File: src/rtl/rf_access_arbiter_if.sv
// Requester-side bundle for one port of the register-file arbiter.
//   valid/ready : request handshake (ready is a combinational grant)
//   write/lock  : beat type and burst-hold request
//   regsel      : register index, wdata: write data
//   rvalid/rdata: read response, one-cycle pulse with data
// master = requester (CPU datapath or debug loader), slave = arbiter.
interface rf_access_arbiter_if #(
  parameter int unsigned DATA_W = 16,
  parameter int unsigned ADDR_W = 3
);
  logic              valid;
  logic              ready;
  logic              write;
  logic              lock;
  logic [ADDR_W-1:0] regsel;
  logic [DATA_W-1:0] wdata;
  logic              rvalid;
  logic [DATA_W-1:0] rdata;

  modport master (
    output valid, write, lock, regsel, wdata,
    input  ready, rvalid, rdata
  );

  modport slave (
    input  valid, write, lock, regsel, wdata,
    output ready, rvalid, rdata
  );
endinterface

File: src/rtl/rf_access_arbiter.sv
// Shares the 8x16 register file between port 0 (CPU datapath) and port 1 (debug/host loader).
// At most one RF access issues per cycle. An accepted beat is registered onto the RF control
// outputs at the next edge; reads return on the requesting port two cycles after acceptance.
// Ports:
//   CLK, reset        : clock, synchronous active-high reset
//   p0, p1            : requester bundles (valid/ready handshake, read response)
//   RFwrite, regW,
//   dataW             : RF write enable, write index, write data (registered)
//   regA, regB        : RF read indices (registered, always equal)
//   dataA             : RF read data, registered inside the RF one cycle after regA
module rf_access_arbiter #(
  parameter int unsigned DATA_W = 16,
  parameter int unsigned ADDR_W = 3,
  parameter bit          RR_EN  = 1'b1
) (
  input  logic                CLK,
  input  logic                reset,
  rf_access_arbiter_if.slave  p0,
  rf_access_arbiter_if.slave  p1,
  output logic                RFwrite,
  output logic [ADDR_W-1:0]   regA,
  output logic [ADDR_W-1:0]   regB,
  output logic [ADDR_W-1:0]   regW,
  output logic [DATA_W-1:0]   dataW,
  input  logic [DATA_W-1:0]   dataA
);

  typedef enum logic [1:0] {StIdle, StOwn0, StOwn1} state_e;

  state_e            state_q;
  logic              rr_ptr_q;
  logic              rfwrite_q;
  logic [ADDR_W-1:0] rega_q;
  logic [ADDR_W-1:0] regw_q;
  logic [DATA_W-1:0] dataw_q;
  // Read tag pipeline: stage 1 lines up with regA, stage 2 with dataA.
  logic              rd1_vld_q, rd1_port_q;
  logic              rd2_vld_q, rd2_port_q;

  logic              gnt0, gnt1;
  logic              acc;
  logic              sel_port;
  logic              sel_write;
  logic              sel_lock;
  logic [ADDR_W-1:0] sel_reg;
  logic [DATA_W-1:0] sel_wdata;

  // Grant: the owner keeps exclusive access during a burst; otherwise arbitrate.
  always_comb begin
    gnt0 = 1'b0;
    gnt1 = 1'b0;
    unique case (state_q)
      StOwn0: gnt0 = p0.valid;
      StOwn1: gnt1 = p1.valid;
      default: begin
        if (p0.valid && p1.valid) begin
          if (RR_EN && rr_ptr_q) gnt1 = 1'b1;
          else                   gnt0 = 1'b1;
        end else begin
          gnt0 = p0.valid;
          gnt1 = p1.valid;
        end
      end
    endcase
    // Nothing is accepted while reset is held.
    if (reset) begin
      gnt0 = 1'b0;
      gnt1 = 1'b0;
    end
  end

  assign acc       = gnt0 | gnt1;
  assign sel_port  = gnt1;
  assign sel_write = gnt1 ? p1.write  : p0.write;
  assign sel_lock  = gnt1 ? p1.lock   : p0.lock;
  assign sel_reg   = gnt1 ? p1.regsel : p0.regsel;
  assign sel_wdata = gnt1 ? p1.wdata  : p0.wdata;

  always_ff @(posedge CLK) begin
    if (reset) begin
      state_q    <= StIdle;
      rr_ptr_q   <= 1'b0;
      rfwrite_q  <= 1'b0;
      rega_q     <= '0;
      regw_q     <= '0;
      dataw_q    <= '0;
      rd1_vld_q  <= 1'b0;
      rd1_port_q <= 1'b0;
      rd2_vld_q  <= 1'b0;
      rd2_port_q <= 1'b0;
    end else begin
      rfwrite_q <= acc & sel_write;
      if (acc) begin
        rr_ptr_q <= ~sel_port;
        if (sel_write) begin
          regw_q  <= sel_reg;
          dataw_q <= sel_wdata;
        end else begin
          rega_q  <= sel_reg;
        end
      end
      rd1_vld_q  <= acc & ~sel_write;
      rd1_port_q <= sel_port;
      rd2_vld_q  <= rd1_vld_q;
      rd2_port_q <= rd1_port_q;

      unique case (state_q)
        StOwn0: if (!p0.valid || !p0.lock) state_q <= StIdle;
        StOwn1: if (!p1.valid || !p1.lock) state_q <= StIdle;
        default: begin
          if (acc && sel_lock) state_q <= sel_port ? StOwn1 : StOwn0;
          else                 state_q <= StIdle;
        end
      endcase
    end
  end

  assign p0.ready  = gnt0;
  assign p1.ready  = gnt1;
  assign p0.rvalid = rd2_vld_q & ~rd2_port_q;
  assign p1.rvalid = rd2_vld_q &  rd2_port_q;
  assign p0.rdata  = (rd2_vld_q && !rd2_port_q) ? dataA : '0;
  assign p1.rdata  = (rd2_vld_q &&  rd2_port_q) ? dataA : '0;

  assign RFwrite = rfwrite_q;
  assign regA    = rega_q;
  assign regB    = rega_q;
  assign regW    = regw_q;
  assign dataW   = dataw_q;

endmodule

File: src/flat_wrapper.sv
// flat-port wrapper written by rule: the top's interface ports become plain ports
module rf_access_arbiter_flat 
#(
  parameter int unsigned DATA_W = 16,
  parameter int unsigned ADDR_W = 3,
  parameter bit          RR_EN  = 1'b1
)
  (CLK, reset, RFwrite, regA, regB, regW, dataW, dataA, p0_valid, p0_write, p0_lock, p0_regsel, p0_wdata, p0_ready, p0_rvalid, p0_rdata, p1_valid, p1_write, p1_lock, p1_regsel, p1_wdata, p1_ready, p1_rvalid, p1_rdata);
  rf_access_arbiter_if #(.DATA_W(DATA_W), .ADDR_W(ADDR_W)) p0_i ();
  rf_access_arbiter_if #(.DATA_W(DATA_W), .ADDR_W(ADDR_W)) p1_i ();
  input  logic CLK;
  input  logic reset;
  output logic RFwrite;
  output logic [ADDR_W-1:0] regA;
  output logic [ADDR_W-1:0] regB;
  output logic [ADDR_W-1:0] regW;
  output logic [DATA_W-1:0] dataW;
  input  logic [DATA_W-1:0] dataA;
  input wire logic [$bits(p0_i.valid)-1:0] p0_valid;
  input wire logic [$bits(p0_i.write)-1:0] p0_write;
  input wire logic [$bits(p0_i.lock)-1:0] p0_lock;
  input wire logic [$bits(p0_i.regsel)-1:0] p0_regsel;
  input wire logic [$bits(p0_i.wdata)-1:0] p0_wdata;
  output wire logic [$bits(p0_i.ready)-1:0] p0_ready;
  output wire logic [$bits(p0_i.rvalid)-1:0] p0_rvalid;
  output wire logic [$bits(p0_i.rdata)-1:0] p0_rdata;
  input wire logic [$bits(p1_i.valid)-1:0] p1_valid;
  input wire logic [$bits(p1_i.write)-1:0] p1_write;
  input wire logic [$bits(p1_i.lock)-1:0] p1_lock;
  input wire logic [$bits(p1_i.regsel)-1:0] p1_regsel;
  input wire logic [$bits(p1_i.wdata)-1:0] p1_wdata;
  output wire logic [$bits(p1_i.ready)-1:0] p1_ready;
  output wire logic [$bits(p1_i.rvalid)-1:0] p1_rvalid;
  output wire logic [$bits(p1_i.rdata)-1:0] p1_rdata;
  assign p0_i.valid = p0_valid;
  assign p0_i.write = p0_write;
  assign p0_i.lock = p0_lock;
  assign p0_i.regsel = p0_regsel;
  assign p0_i.wdata = p0_wdata;
  assign p0_ready = p0_i.ready;
  assign p0_rvalid = p0_i.rvalid;
  assign p0_rdata = p0_i.rdata;
  assign p1_i.valid = p1_valid;
  assign p1_i.write = p1_write;
  assign p1_i.lock = p1_lock;
  assign p1_i.regsel = p1_regsel;
  assign p1_i.wdata = p1_wdata;
  assign p1_ready = p1_i.ready;
  assign p1_rvalid = p1_i.rvalid;
  assign p1_rdata = p1_i.rdata;
  rf_access_arbiter #(.DATA_W(DATA_W), .ADDR_W(ADDR_W), .RR_EN(RR_EN)) u_core (.CLK(CLK), .reset(reset), .p0(p0_i), .p1(p1_i), .RFwrite(RFwrite), .regA(regA), .regB(regB), .regW(regW), .dataW(dataW), .dataA(dataA));
endmodule
File: config.mk
export PLATFORM = sky130hd
export DESIGN_NAME = rf_access_arbiter_flat
export DESIGN_NICKNAME = d
export VERILOG_FILES = /design/src/rtl/rf_access_arbiter_if.sv /design/src/rtl/rf_access_arbiter.sv /design/src/flat_wrapper.sv
export SDC_FILE = /design/constraint.sdc
export NUM_CORES = 1
export LEC_CHECK = 0
export ABC_AREA = 1
export CAP_MARGIN = 10
export CORE_AREA = 4 4 76 78
export DETAILED_ROUTE_END_ITERATION = 7
export DIE_AREA = 0 0 80 82
export GPL_TIMING_DRIVEN = 0
export MAX_ROUTING_LAYER = met4
export PLACE_DENSITY_LB_ADDON = 0.3
export SLEW_MARGIN = 15
export SYNTH_ARGS = -nofsm -noshare
export SYNTH_HDL_FRONTEND = slang
export SYNTH_SLANG_ARGS = --single-unit
File: constraint.sdc
create_clock -name CLK -period 2.2 [get_ports CLK]
set_input_delay 0.44 -clock CLK [delete_from_list [all_inputs] [get_ports CLK]]
set_output_delay 0.44 -clock CLK [all_outputs]
set_load 0.01 [all_outputs]
# Word-level counts from Yosys, hierarchy flattened
# Cells that the tools add are included.
[totals] reg_bits=30 inputBits=62 out_inout_bits=62 word_cells=55
[classes] n_eq_ne=4 mux=19 bitwise=8 n_reduce_logical=14
[op_table] op="$mux 16" n=3
[op_table] op="$mux 1" n=8
[op_table] op="$mux 2" n=4
[op_table] op="$reduce_and 2->1" n=3
[op_table] op="$logic_not 1->1" n=5
[op_table] op="$and 1x1->1" n=4
[op_table] op="$logic_and 1x1->1" n=4
[op_table] op="$ne 2x1->1 const B" n=2
[op_table] op="$pmux 1 s2" n=2
[op_table] op="$pmux 2 s2" n=1
[op_table] op="$mux 3" n=1
[op_table] op="$not 1->1" n=3
[op_table] op="$eq 2x1->1 const B" n=1
[op_table] op="$eq 2x2->1 const B" n=1
[op_table] op="$logic_or 1x1->1" n=2
[op_table] op="$or 1x1->1" n=1

# Depth between registers and ports, before layout
[depth] depth_word=8 depth_mapped=11 depth_no_buf=10

# Worst setup path before layout
# No wires, ideal clock.
[synth_timing] path_type="register -> output" start="register u_core.state_q[0]" end="output p1_ready" arrival_ps=1304 setup_slack_ps=456 stages_incl_launch_ff=7 path_buffers=1 path_cell_list="dfxtp_1 inv_1 ha_1 nand3_2 nand3_4 inv_2 buf_4"
[synth_via] elab_chain_len=3
[synth_rtl] element="start: declaration" line_no="rf_access_arbiter.sv:30" source="state_e state_q;"
[synth_rtl] element="start signal: assignment" line_no="rf_access_arbiter.sv:81" source="state_q <= StIdle;"
[synth_rtl] element="start signal: assignment" line_no="rf_access_arbiter.sv:108" source="StOwn0: if (!p0.valid || !p0.lock) state_q <= StIdle;"
[synth_rtl] element="start signal: assignment" line_no="rf_access_arbiter.sv:109" source="StOwn1: if (!p1.valid || !p1.lock) state_q <= StIdle;"
[synth_rtl] element="$eq 2x2->1 / $eq 2x1->1 (equally long branches)" line_no="rf_access_arbiter.sv:52" source="unique case (state_q)"
[synth_rtl] element="$pmux 1 s2 *" line_no="rf_access_arbiter.sv:52"
[synth_rtl] element="$mux 1 *" line_no="rf_access_arbiter.sv:66" source="if (reset) begin"
[synth_rtl] element="end: declaration" line_no="flat_wrapper.sv:32" source="output wire logic [$bits(p1_i.ready)-1:0] p1_ready;"
# Mark *: on every way between the ends. The rest lies on a longest branch, timed or not.

# Worst setup path in the final report
[layout_timing] start="register u_core.state_q[0]" end="output p0_ready"
[layout_via] elab_chain_len=3
[layout_rtl] element="$eq 2x2->1 / $eq 2x1->1 (equally long branches)" line_no="rf_access_arbiter.sv:52"
[layout_rtl] element="$pmux 1 s2 *" line_no="rf_access_arbiter.sv:52"
[layout_rtl] element="$mux 1 *" line_no="rf_access_arbiter.sv:66"
[layout_rtl] element="end: declaration" line_no="flat_wrapper.sv:24" source="output wire logic [$bits(p0_i.ready)-1:0] p0_ready;"
# Marked as above.

==> metrics.md <==
| Metric | Value |
|---|---|
| Power Density | 479 mW/mm² |
| Min Tclk post-route | 2100 ps |
| Worst slew margin | 68.1% |
| CTS tree | built |
| Commonest non-fill, non-tap cell in the layout | clkdlybuf4s50_1 |
| H-tree depth | 2 |
| Syn Nets | 380 |
| Clock transition at path regs | approximately 60 ps |
| Die X | 80 µm |
| Global-route wire length before repair | 9110 µm |
| Post-Place Cell Area | 0.00313 mm² |
| Ys Warns | 0 |
| Post-Route Skew | between 5 and 6 ps |
| Syn_area_per_cell | 5.72 µm² |
| Post-Place Setup Slack | -573 ps |
| Hold depth | 2 |
| Critical path's slowest cell | dfxtp_2 |
| Min-Delay Startpoint | u_core.rd1_vld_q$_SDFF_PP0_ |
| N_diodes | 0 |
| First-pass iteration count of the detailed router | 4 |
| Worst-Skew Late Latency | around 280 ps |
| Max stage delay on crit path | 350 ps |
| Reg2Reg Depth | 11 |
| Fin cells | 518 |
| Num CTS Buffers | 5 |
| Worst-path cell chain | inv_1, ha_4, inv_2, nand2_1, nand3_2, inv_1, dlygate4sd2_1 |
| Setup violators final | 0 |
| CP Data Required Time | 1760 ps |
| Final period util | 95.3% |
| Syn Inst Count | approximately 320 |
| Share of layout cells above drive strength 1 | 8.26% |
| Count of pins over their slew limit | 0 |
| GR Util All Layers | between 10% and 20% |
| Hpwl dp | roughly 4500 µm |
| Drt first-iter violations | 99 |
| Crit path setup slack, layout | roughly 100 ps |
| Core ar. | between 0.005 and 0.006 mm² |
| Final ANT Viol Nets | 0 |
| CP most frequent cell | inv_1 |
| Antenna violations before repair | 0 |
| CP Class | reg -> out |
| FF-to-FF Start | u_core.state_q[0]$_SDFFE_PP0P_ |
| GP Congestion | 0.839 |
| Die Y | 82 µm |
| # rows | 26 |
| Hold Path Class | reg -> reg |
| CTS Root Buffer Type | clkbuf_8 |
| CP startpoint | u_core.state_q[0]$_SDFFE_PP0P_ |
| Highest clock rate | 477 MHz |
| Post-route cell area | 0.00326 mm² |
| Fin. Hold Viols | 0 |
| Top cell type's share of synthesized area | 33.2% |
| # fillers | around 510 |
| GRT overflow | 0 |
| Drt drc | 0 |
| Max Cap Viol | 0 |
| CP endpoint kind | output pin |
| Largest net degree at the start of global routing | 17 |
| CP arrival | 1660 ps |
| Routed via count | 2227 |
| Cell count after placement | 509 |
| Largest family of logic cells by synthesized area | simple AND/OR/NAND/NOR gates |
| Most frequent cells in the layout | clkdlybuf4s50_1, nand2_1, nor2_1 |
| Worst setup SP type | flop |
| Adder-Cell Fraction of Synth Area | about 1.4% |
| #FFs+latches synth | 30 |
| Maximum vdd ir drop | 0.274 mV |
| RSZ-0062 raised after global routing | no |
| Distinct cells, synth | 20 |
| Nets | 511 |
| Status | finished clean |
| Number of global-route vias before repair | 2183 |
| Worst-path fanout max | 6 |
| Die area | 0.00656 mm² |
| Initial Utilization | 35.6% |
| Top area cells in the synthesized netlist | dfxtp_1, nand2_1, nor2_1 |
| # IOs | 124 |
| Leak | 1.62 nW |
| Post-synthesis sequential area ratio | 33.2% |
| Area of the multi-input gates | 932 µm² |
| Synth Area in Simple Gates | a little under half |
| Synth area leader | dfxtp_1 |
| Hold Buf Count CTS | 0 |
| Sequential cell area | 602 µm² |
| Routed WL per cell | roughly 11 µm |
| Clock sink total | 30 |
| Mapped cell area | 0.00181 mm² |
| Area Growth Syn to Fin | 80.5% |
| Hold WS | slightly above 400 ps |
| Complex-gate fraction of the synthesized area | 1.25% |
| Mux contribution to synthesized area | 0% |
| Post-Route Setup TNS | 0 ps |
| Buffers on Ports | about 120 |
| XOR/XNOR Fraction of Synth Area | 0% |
| Longest Clk Path Bufs | 2 |
| Final wirelength | 5560 µm |
| Slew at the pin closest to its max-slew limit | about 480 ps |
| Via density per instance | 4.30 |
## cell families (layout without fill, tap and decap cells)
family | Yosys count | in the layout
AND/OR/NAND/NOR | 208 | 208
buffers and inverters | 72 | 204
AO/OA/AOI/OAI | 4 | 4
adder cells (fa/ha/maj) | 2 | 2
flip-flops | 30 | 30
## synthesized netlist by cell type, drive strengths merged
cell type	instances
nand4	1
nor2	85
nand2	103
inv	59
clkbuf	2
nand3	19
ha	2
a21oi	2
dfxtp	30
o21ai	1
a211oi	1
buf	11
## what timing repair did
action                     CTS  global route
buffers inserted             0             2
gates cloned                 0             0
gates resized for setup     18             4
pin swaps                    2             0
setup endpoints to repair   20            26
## critical path: cells and delay by family (launching register included)
| kind | cells | cell delay [ps] |
|---|---|---|
| fa+ha+maj | 1 | 320 |
| simple gates | 2 | 200 |
| buf+inv | 4 | 500 |
| flops | 1 | 350 |
## per-stage QoR
stage	power (mW)	util, %
after global routing	1.68	64.3
after detailed placement	1.12	61.6
after floorplan	0.855	-
after global placement	1.12	61.6
after CTS	1.58	63.9
final	1.56	64.3
## worst paths after layout
path / to / slack, ps
max: p0_ready / 100
min: u_core.rd2_vld_q$_SDFF_PP0_ / 410
max reg2reg: u_core.regW[1]$_SDFFE_PP0P_ / 370
min reg2reg: u_core.rd2_vld_q$_SDFF_PP0_ / 410
## routing by layer
layer | up-vias | share of wire [%] | track usage (%)
met5 | - | 0 | -
met4 | 0 | 0.92 | 5.57
met3 | 7 | 12 | 6.80
met2 | 96 | 49 | 32.5
met1 | 952 | 38 | 17.4
li1 | 1172 | - | -
## registers in the layout (all words and copies together), names as in the netlist
register	count
u_core.rd2_vld_q	1
u_core.RFwrite	1
u_core.rd2_port_q	1
u_core.dataW	16
u_core.regW	3
u_core.regA	3
u_core.rr_ptr_q	1
u_core.rd1_vld_q	1
u_core.state_q	2
u_core.rd1_port_q	1
## final cells by class
class,count,share of cell area (%)
Sequential cell,30,18.5
Timing Repair Buffer,125,37.9
Buffer,12,2.53
Multi-Input combinational cell,214,28.6
Tap cell,70,2.69
Clock inverter,1,0.153
Clock buffer,7,2.65
Inverter,59,7.02
## report_power, final
part,switching [mW],internal [mW]
Combinational,0.230,0.275
Clock,0.191,0.252
Sequential,0.0236,0.590
Total,0.444,1.12
Power figures use the tool's default switching activity.
